$ cat src/rtl/ptr_walk_sequencer_pkg.sv
// ptr_walk_sequencer_pkg: shared FSM state encoding and default widths for the pointer walk sequencer
package ptr_walk_sequencer_pkg;
    localparam int PTR_W_DEF = 8;
    localparam int CNT_W_DEF = 8;
    typedef enum logic [2:0] {IDLE, CHECK, LOAD_R, LOAD_C, RUN, DONE} state_e;
endpackage

$ cat src/rtl/ptr_walk_sequencer_axis_cnt.sv
// seq_axis_cnt: walk index counter for one axis, flags the terminal index cnt-1
//   clk_i/rstn_i  clock and synchronous active-low reset
//   clr_i         return index to 0 (wins over en_i)
//   en_i          advance index by one
//   cnt_i         number of positions on this axis
//   last_o        index is at cnt_i-1
module seq_axis_cnt import ptr_walk_sequencer_pkg::*; #(
    parameter int CNT_W = CNT_W_DEF
) (
    input  logic             clk_i,
    input  logic             rstn_i,
    input  logic             clr_i,
    input  logic             en_i,
    input  logic [CNT_W-1:0] cnt_i,
    output logic             last_o
);
    logic [CNT_W-1:0] idx_q, idx_d;
    assign idx_d  = clr_i ? '0 : en_i ? idx_q + 1'b1 : idx_q;
    assign last_o = idx_q == cnt_i - 1'b1;
    always_ff @(posedge clk_i) begin
        if (!rstn_i) idx_q <= '0;
        else         idx_q <= idx_d;
    end
endmodule

$ cat src/rtl/ptr_walk_sequencer.sv
// ptr_walk_sequencer: walks a row x column tile in row-major order by driving two pointer registers
//   Clk/RSTn                  clock and synchronous active-low reset
//   start                     begin a walk (taken only when idle)
//   row_base/col_base         first row/column address
//   row_cnt/col_cnt           tile size
//   stall                     datapath not ready, hold current step
//   row_ptr/col_ptr           feedback from the pointer registers
//   bus_out                   shared load bus for both pointer registers
//   row_/col_ wen,rst,inc     pointer register controls
//   step_valid                pointers hold a valid step this cycle
//   busy/done/err             status; err pulses with done on a rejected walk
module ptr_walk_sequencer import ptr_walk_sequencer_pkg::*; #(
    parameter int PTR_W = PTR_W_DEF,
    parameter int CNT_W = CNT_W_DEF
) (
    input  logic             Clk,
    input  logic             RSTn,
    input  logic             start,
    input  logic [PTR_W-1:0] row_base,
    input  logic [PTR_W-1:0] col_base,
    input  logic [CNT_W-1:0] row_cnt,
    input  logic [CNT_W-1:0] col_cnt,
    input  logic             stall,
    input  logic [PTR_W-1:0] row_ptr,
    input  logic [PTR_W-1:0] col_ptr,
    output logic [PTR_W-1:0] bus_out,
    output logic             row_wen,
    output logic             row_rst,
    output logic             row_inc,
    output logic             col_wen,
    output logic             col_rst,
    output logic             col_inc,
    output logic             step_valid,
    output logic             busy,
    output logic             done,
    output logic             err
);
    // one extra bit so base+cnt cannot wrap back into range
    localparam int SW = (PTR_W > CNT_W ? PTR_W : CNT_W) + 1;
    state_e           state_q, state_d;
    logic             rej_q, rej_d;
    logic [PTR_W-1:0] row_base_q, row_base_d, col_base_q, col_base_d;
    logic [CNT_W-1:0] row_cnt_q, row_cnt_d, col_cnt_q, col_cnt_d;
    logic [PTR_W-1:0] shadow_row_q, shadow_row_d, shadow_col_q, shadow_col_d;
    logic             shadow_valid_q, shadow_valid_d;
    logic             latch, shadow_upd, range_bad, in_run, acc, c_last, r_last;
    logic [SW-1:0]    row_end, col_end, lim;

    assign row_end   = SW'(row_base_q) + SW'(row_cnt_q);
    assign col_end   = SW'(col_base_q) + SW'(col_cnt_q);
    assign lim       = SW'(1) << PTR_W;
    assign range_bad = row_cnt_q == '0 || col_cnt_q == '0 || row_end > lim || col_end > lim;

    assign row_base_d     = latch ? row_base : row_base_q;
    assign col_base_d     = latch ? col_base : col_base_q;
    assign row_cnt_d      = latch ? row_cnt : row_cnt_q;
    assign col_cnt_d      = latch ? col_cnt : col_cnt_q;
    assign shadow_row_d   = shadow_upd ? row_base_q : shadow_row_q;
    assign shadow_col_d   = shadow_upd ? col_base_q : shadow_col_q;
    assign shadow_valid_d = shadow_upd | shadow_valid_q;

    assign in_run = state_q == RUN;
    assign acc    = in_run & ~stall;

    seq_axis_cnt #(.CNT_W(CNT_W)) u_c_idx (
        .clk_i(Clk), .rstn_i(RSTn), .clr_i(~in_run | (acc & c_last)), .en_i(acc),
        .cnt_i(col_cnt_q), .last_o(c_last)
    );
    seq_axis_cnt #(.CNT_W(CNT_W)) u_r_idx (
        .clk_i(Clk), .rstn_i(RSTn), .clr_i(~in_run), .en_i(acc & c_last),
        .cnt_i(row_cnt_q), .last_o(r_last)
    );

    // A pointer is loaded only when it reads 0 (fresh) or is known to already
    // sit on the requested base via the shadow; anything else is untrusted.
    always_comb begin
        state_d    = state_q;
        rej_d      = rej_q;
        latch      = 1'b0;
        shadow_upd = 1'b0;
        bus_out    = '0;
        row_wen    = 1'b0;
        row_rst    = 1'b0;
        row_inc    = 1'b0;
        col_wen    = 1'b0;
        col_rst    = 1'b0;
        col_inc    = 1'b0;
        step_valid = 1'b0;
        done       = 1'b0;
        err        = 1'b0;
        busy       = state_q != IDLE;
        case (state_q)
            IDLE: if (start) begin
                latch   = 1'b1;
                rej_d   = 1'b0;
                state_d = CHECK;
            end
            CHECK: begin
                rej_d   = range_bad;
                state_d = range_bad ? DONE : LOAD_R;
            end
            LOAD_R: if (row_ptr == '0) begin
                row_wen = 1'b1;
                bus_out = row_base_q;
                state_d = LOAD_C;
            end else if (shadow_valid_q && row_base_q == shadow_row_q) begin
                row_rst = 1'b1;
                state_d = LOAD_C;
            end else begin
                rej_d   = 1'b1;
                state_d = DONE;
            end
            LOAD_C: if (col_ptr == '0) begin
                col_wen    = 1'b1;
                bus_out    = col_base_q;
                shadow_upd = 1'b1;
                state_d    = RUN;
            end else if (shadow_valid_q && col_base_q == shadow_col_q) begin
                col_rst    = 1'b1;
                shadow_upd = 1'b1;
                state_d    = RUN;
            end else begin
                rej_d   = 1'b1;
                state_d = DONE;
            end
            RUN: begin
                step_valid = 1'b1;
                if (!stall) begin
                    if (!c_last) col_inc = 1'b1;
                    else if (!r_last) begin
                        col_rst = 1'b1;
                        row_inc = 1'b1;
                    end else state_d = DONE;
                end
            end
            DONE: begin
                done    = 1'b1;
                err     = rej_q;
                row_rst = ~rej_q;
                col_rst = ~rej_q;
                state_d = IDLE;
            end
            default: state_d = IDLE;
        endcase
    end

    always_ff @(posedge Clk) begin
        if (!RSTn) begin
            state_q        <= IDLE;
            rej_q          <= 1'b0;
            row_base_q     <= '0;
            col_base_q     <= '0;
            row_cnt_q      <= '0;
            col_cnt_q      <= '0;
            shadow_row_q   <= '0;
            shadow_col_q   <= '0;
            shadow_valid_q <= 1'b0;
        end else begin
            state_q        <= state_d;
            rej_q          <= rej_d;
            row_base_q     <= row_base_d;
            col_base_q     <= col_base_d;
            row_cnt_q      <= row_cnt_d;
            col_cnt_q      <= col_cnt_d;
            shadow_row_q   <= shadow_row_d;
            shadow_col_q   <= shadow_col_d;
            shadow_valid_q <= shadow_valid_d;
        end
    end
endmodule

$ cat config.mk
export PLATFORM = sky130hd
export DESIGN_NAME = ptr_walk_sequencer
export DESIGN_NICKNAME = d
export VERILOG_FILES = /design/src/rtl/ptr_walk_sequencer_pkg.sv /design/src/rtl/ptr_walk_sequencer_axis_cnt.sv /design/src/rtl/ptr_walk_sequencer.sv
export SDC_FILE = /design/constraint.sdc
export NUM_CORES = 1
export LEC_CHECK = 0
export BUFFER_PORTS_ARGS = -buffer_cell sky130_fd_sc_hd__buf_2
export CELL_PAD_IN_SITES_DETAIL_PLACEMENT = 1
export CELL_PAD_IN_SITES_GLOBAL_PLACEMENT = 1
export CORE_MARGIN = 8
export CORE_UTILIZATION = 25
export DETAILED_ROUTE_END_ITERATION = 7
export GPL_TIMING_DRIVEN = 0
export PLACE_DENSITY_LB_ADDON = 0.1
export SYNTH_ARGS = -nofsm -noshare
export SYNTH_HDL_FRONTEND = slang
export SYNTH_SLANG_ARGS = --single-unit
$ cat constraint.sdc
create_clock -name Clk -period 3.63 [get_ports Clk]
set_clock_uncertainty 0.1 [all_clocks]
set_input_delay 0.5445 -clock Clk [delete_from_list [all_inputs] [get_ports Clk]]
set_output_delay 0.5445 -clock Clk [all_outputs]
set_load 0.05 [all_outputs]
==> metrics.txt, run 1 <==
Layout area overhead=22.5%; Crit Path Class=reg2out; WHS Endpoint=row_base_q[4]; Yosys cell types=61; Total Routed Length=14400 um; LEAKAGE=2.04 nW; starting density of the core=0.255; asr flop ratio synth=0; RR Startpoint=row_cnt_q[0]; Root Buffer=clkbuf_16; Post-synth top flop=dfxtp_1; hold crit path type=in2reg; mux cell area share after synthesis=0.00746; Mapped Area=0.00419 mm^2; clock latency on the worst-skew pair=0.34 ns; Cell Rows=47; gr ovfl total=0; Port Buffer Count=69; Detail Route Antenna Nets=0; largest family of logic cells by synthesized area=simple AND/OR/NAND/NOR gates; Vias/cell=4.81; hold_ws=0.336 ns; Final period util=0.910; Setup Buffers After CTS=0; Yosys reg bits=69; synthesized net count=602; synth warn=0; first-pass GRT wire length=23700 um; top post-synthesis cells by area=dfxtp_1, nand2_1, a21oi_1, xnor2_1, ha_1; synth cell count leaders=nand2_1, dfxtp_1, a21oi_1; Die H=146 um; RSZ-0062 raised after global routing=no; CP arrival=2.66 ns; CP Launch Type=flop; die width=146 um; placed cell count=817; # resized after CTS=0; crit end category=primary output; H-Tree Depth=3; status=finished, final reports clean; area leader, netlist=dfxtp_1; maximum root-to-sink buffer count=2; Syn Area/Cell=7.94 um^2; Final setup viols=0; layout cells sized above 1=0.173; adder-cell share of the synthesized area=0.0692; dpl cell area=0.00483 mm^2; CTS Hold Bufs=0; Routability Congestion=0.831; number of synthesized flops with an enable pin=0; setup_tns=0 ns; Data required, critical path=2.99 ns; WHS Path Cells=3; Post-Synthesis Cells=528; most frequent cell after synthesis=nand2_1; Final Critical Period=3.30 ns; detailed placer's ending HPWL=11400 um; R2R depth=9; total CTS buffers=9; CTS Sinks=69; Slew Viols, Final=0; Synth Area in Compound Gates=0.226; VDD IR max=270 uV; Slew HR=0.382; PD cells=540 mW/mm^2; final instance area=0.00514 mm^2; f_max=303 MHz; simple-gate share of the synthesized area=0.227; CP Launch Point=col_cnt_q[1]; Seq/Total Area, Yosys=0.329; CTS tree=yes; fin cells=833; Routed wire per std cell=17.3 um; Hold Path Origin=row_base[4]; Total GRT Usage=0.141; pin count of the biggest net entering global routing=12; Pre-antenna DRT Iters=4; top cell type's share of synthesized area=0.329; fin nets=682; Die ar.=0.0212 mm^2; Hold Violations, Final=0; max_cap viols=0; r2r endpoint=state_q[1]; worst-path fanout max=6; initial antenna violation count=0; initial DRC count=155; total number of vias=4010; Worst-path clk slew=0.06 ns; # IOs=70; XOR/XNOR Fraction of Synth Area=0.113; DRC errors left=0; R2R Setup Slk=0.48 ns; Worst Max-Slew Pin Slew=0.919 ns; antenna diode count=0; core area=0.0165 mm^2; vias in the first global route=4343
-- logic make-up (layout without fill, tap and decap cells) --
family / Yosys count / in the layout
muxes: 3 / 3
AOI/OAI and AO/OA: 144 / 144
and+or+nand+nor: 205 / 205
xor gates and xnor gates: 54 / 54
buffers and inverters: 31 / 116
adders and majority gates: 22 / 22
DFF: 69 / 69
-- how the worst max path moves through the flow --
stage,end,slack (ns)
after floorplan,col_rst,0.1
after global placement,state_q[1],0.48
after detailed placement,state_q[1],0.48
after CTS,col_rst,0.17
after global routing,col_rst,0.08
final,col_rst,0.33
-- routing by layer --
metal  vias up  part of all wire  global-route usage
met5         -                 0                   0
met4         0             0.016              0.0547
met3        14             0.022              0.0215
met2        42              0.48               0.236
met1      1928              0.49               0.180
li1       2026                 -                   -
-- layout by cell type (no fill, tap or decap), drive strengths merged, types with 4 or more instances in the layout --
cell type  Yosys  final
o21ai         29     29
ha            20     20
xnor2         32     32
a21o           6      6
nor2          36     36
xor2          22     22
nor3           9      9
nand2        104    104
a211oi         7      7
inv           11     11
or3            4      4
dfxtp         69     69
clkbuf        18     31
nor4           5      5
a21oi         61     61
and3          10     10
nand3          6      6
nor3b          4      4
a22o           9      9
nand4         10     10
buf            1     70
-- stage by stage --
step                      power [mW]  utilization  setup WS [ns]
after floorplan                 1.60            -         0.0978
after global placement          1.87        0.293          0.478
after detailed placement        1.89        0.293          0.482
after CTS                       2.83        0.312          0.169
after global routing            2.96        0.312         0.0752
final                           2.77        0.312          0.326
-- flip-flops by register name, indices dropped and copies added, names as in the netlist --
| register | cells |
|---|---|
| u_r_idx.idx_q | 8 |
| row_base_q | 8 |
| u_c_idx.idx_q | 8 |
| shadow_valid_q | 1 |
| col_base_q | 8 |
| shadow_row_q | 8 |
| col_cnt_q | 8 |
| row_cnt_q | 8 |
| shadow_col_q | 8 |
| rej_q | 1 |
| state_q | 3 |
-- cell type report --
type | count | area, um^2
Multi-Input combinational cell | 428 | 2710
Clock inverter | 3 | 43.8
Timing Repair Buffer | 69 | 345
Buffer | 19 | 75.1
Tap cell | 220 | 275
Inverter | 12 | 45.0
Sequential cell | 69 | 1380
Fill cell | 2044 | 11300
Clock buffer | 13 | 260
-- critical path, stage by stage (launching register included) --
cell,delay (ns)
dfxtp_1,0.40
inv_1,0.10
ha_1,0.19
or2b_2,0.33
nor3b_2,0.19
o2111ai_2,0.18
a211oi_2,0.32
nand2_1,0.15
o21ai_0,0.16
buf_2,0.28
-- where the power goes --
group          internal (mW)  switching (mW)
clock network          0.570           0.341
logic                  0.356           0.546
registers              0.827           0.136
Note: power is estimated with default switching activity, not from simulation.
==> run 2: changes to the inputs <==
Settings changed: CORE_ASPECT_RATIO from default to 0.5.
==> run 2 against run 1 <==
Effect of this change: core utilization up 0.25 points; largest cell class unchanged; register-to-register slack better by 0.04 ns; cell area up 0.34%; largest power group unchanged; sequential power about the same; critical path type unchanged; worst setup slack worse by 0.0098 ns; final cell count up 0.84%; combinational power up 0.7%.
==> metrics.txt, run 2 (synthesis results as in run 1) <==
dpl cell area=0.00483 mm^2 (about the same); fin nets=682 (unchanged); Layout area overhead=22.9% (was 22.5%); Flop pwr share=0.343 (was 0.347); f_max=302 MHz (was 303 MHz); maximum root-to-sink buffer count=2 (unchanged); CP Launch Type=flop (unchanged); hold crit path type=in2reg (unchanged); initial DRC count=159 (was 155); total CTS buffers=9 (unchanged); VDD IR max=206 uV (was 270 uV); clock latency on the worst-skew pair=0.33 ns (was 0.34 ns); Register Area=0.00138 mm^2 (unchanged); multi-input logic area=0.00271 mm^2 (unchanged); Detail Route Antenna Nets=0 (unchanged); Routability Congestion=0.737 (was 0.831); Worst path slowest cell=dfxtp_1 (unchanged); first-pass GRT wire length=23000 um (was 23700 um); PD cells=544 mW/mm^2 (was 540 mW/mm^2); Data required, critical path=2.99 ns (about the same); Crit Path Class=reg2out (unchanged); Vias/cell=4.80 (was 4.81); DRC errors left=0 (unchanged); layout cells sized above 1=0.175 (was 0.173); placed cell count=824 (was 817); Critical Path, Cell by Cell=inv_1, ha_1, or2b_2, nor3b_2, o2111ai_2, a211oi_2, nand2_1, o21ai_0, buf_2 (unchanged); Worst Max-Slew Pin Slew=1.02 ns (was 0.919 ns); antenna diode count=0 (unchanged); CP max stage delay=0.39 ns (was 0.40 ns); total number of vias=4031 (was 4010); P_int=1.77 mW (was 1.75 mW); CP bufs+invs=2 (unchanged); CP arrival=2.67 ns (was 2.66 ns); Cell Rows=33 (was 47); final core occ=0.314 (was 0.312); Crit path max-delay family=simple AND/OR/NAND/NOR gates (unchanged); Final period util=0.913 (was 0.910); Total Routed Length=14500 um (was 14400 um); pre-CTS WS=0.480 ns (was 0.482 ns); Die ar.=0.0214 mm^2 (was 0.0212 mm^2); max_cap viols=0 (unchanged); Logic pwr share=0.323 (was 0.325); Final setup viols=0 (unchanged); LEAKAGE=2.04 nW (about the same); Root Buffer=clkbuf_16 (unchanged); initial antenna violation count=0 (unchanged); most common cell after layout, fill and taps aside=nand2_1 (unchanged); Worst-path clk slew=0.06 ns (about the same); H-Tree Depth=3 (unchanged); Hold Violations, Final=0 (unchanged); Setup Buffers After CTS=0 (unchanged); Die H=108 um (was 146 um); pin count of the biggest net entering global routing=12 (unchanged); final instance area=0.00515 mm^2 (was 0.00514 mm^2); Clock power frac=0.333 (was 0.328); detailed placer's ending HPWL=11300 um (was 11400 um); die width=199 um (was 146 um); status=finished, final reports clean (unchanged); Total GRT Usage=0.137 (was 0.141); setup_tns=0 ns (unchanged); commonest non-fill, non-tap cells in the layout=nand2_1, dfxtp_1, buf_2 (unchanged); vias in the first global route=4173 (was 4343); gr ovfl total=0 (unchanged); starting density of the core=0.256 (was 0.255); final setup margin=0.316 ns (was 0.326 ns); crit end category=primary output (unchanged); Routed wire per std cell=17.2 um (was 17.3 um); Port Buffer Count=69 (unchanged); fin cells=840 (was 833); CTS Sinks=69 (unchanged); core area=0.0164 mm^2 (was 0.0165 mm^2); Pre-antenna DRT Iters=4 (unchanged); worst-path fanout max=6 (unchanged); # IOs=70 (unchanged); sw frac=0.369 (was 0.368); RSZ-0062 raised after global routing=no (unchanged); Final Critical Period=3.31 ns (was 3.30 ns); Slew HR=0.315 (was 0.382); CTS tree=yes (unchanged); Net Switching=1.04 mW (was 1.02 mW); Slew Viols, Final=0 (unchanged); fillcell total=2010 (was 2044)
-- run 2: worst min-delay path, delay by kind of cell --
family          cells  cell delay (ns)
buf+inv             1             0.10
compound gates      1             0.05
simple gates        1             0.04
-- run 2: path summary, 6_finish.rpt --
kind                   startpoint         endpoint  slack (ns)  cells after the start
hold reg to reg   shadow_row_q[4]  shadow_row_q[4]        0.39                      2
setup reg to reg    row_base_q[0]       state_q[1]        0.52                      9
hold / removal        col_base[1]    col_base_q[1]        0.35                      3
setup / recovery     col_cnt_q[0]          col_rst        0.32                      9
-- run 2: stage by stage --
step	hold slack, ns	power (mW)
after floorplan	0.363	1.60
after global placement	0.374	1.89
after detailed placement	0.384	1.90
after CTS	0.337	2.85
after global routing	0.341	3.00
final	0.346	2.81
-- run 2: final cells by class --
| cell class | instances | share of cell area |
|---|---|---|
| Sequential cell | 69 | 0.268 |
| Multi-Input combinational cell | 428 | 0.526 |
| Tap cell | 227 | 0.0551 |
| Clock buffer | 13 | 0.0524 |
| Buffer | 19 | 0.0146 |
| Inverter | 12 | 0.00874 |
| Timing Repair Buffer | 69 | 0.0670 |
| Clock inverter | 3 | 0.00825 |
-- run 2: power by group through the flow --
| stage | combinational [mW] | clock, mW | sequential, mW |
|---|---|---|---|
| after floorplan | 0.679 | 0 | 0.918 |
| after global placement | 0.913 | 0 | 0.979 |
| after detailed placement | 0.916 | 0 | 0.980 |
| after CTS | 0.922 | 0.964 | 0.964 |
| after global routing | 1.02 | 0.996 | 0.978 |
| final | 0.908 | 0.936 | 0.963 |
-- run 2: timing repair --
action | CTS | global route
endpoints found under the setup margin | 0 | 9
hold buffers | 0 | 0
gates resized for setup | 0 | 2
-- run 2: metal layers --
metal,GRT usage,routed length [um],vias to the layer above
met5,0,0,-
met4,0.0268,116,0
met3,0.0281,459,9
met2,0.223,6570,38
met1,0.187,7320,1960
li1,-,-,2024
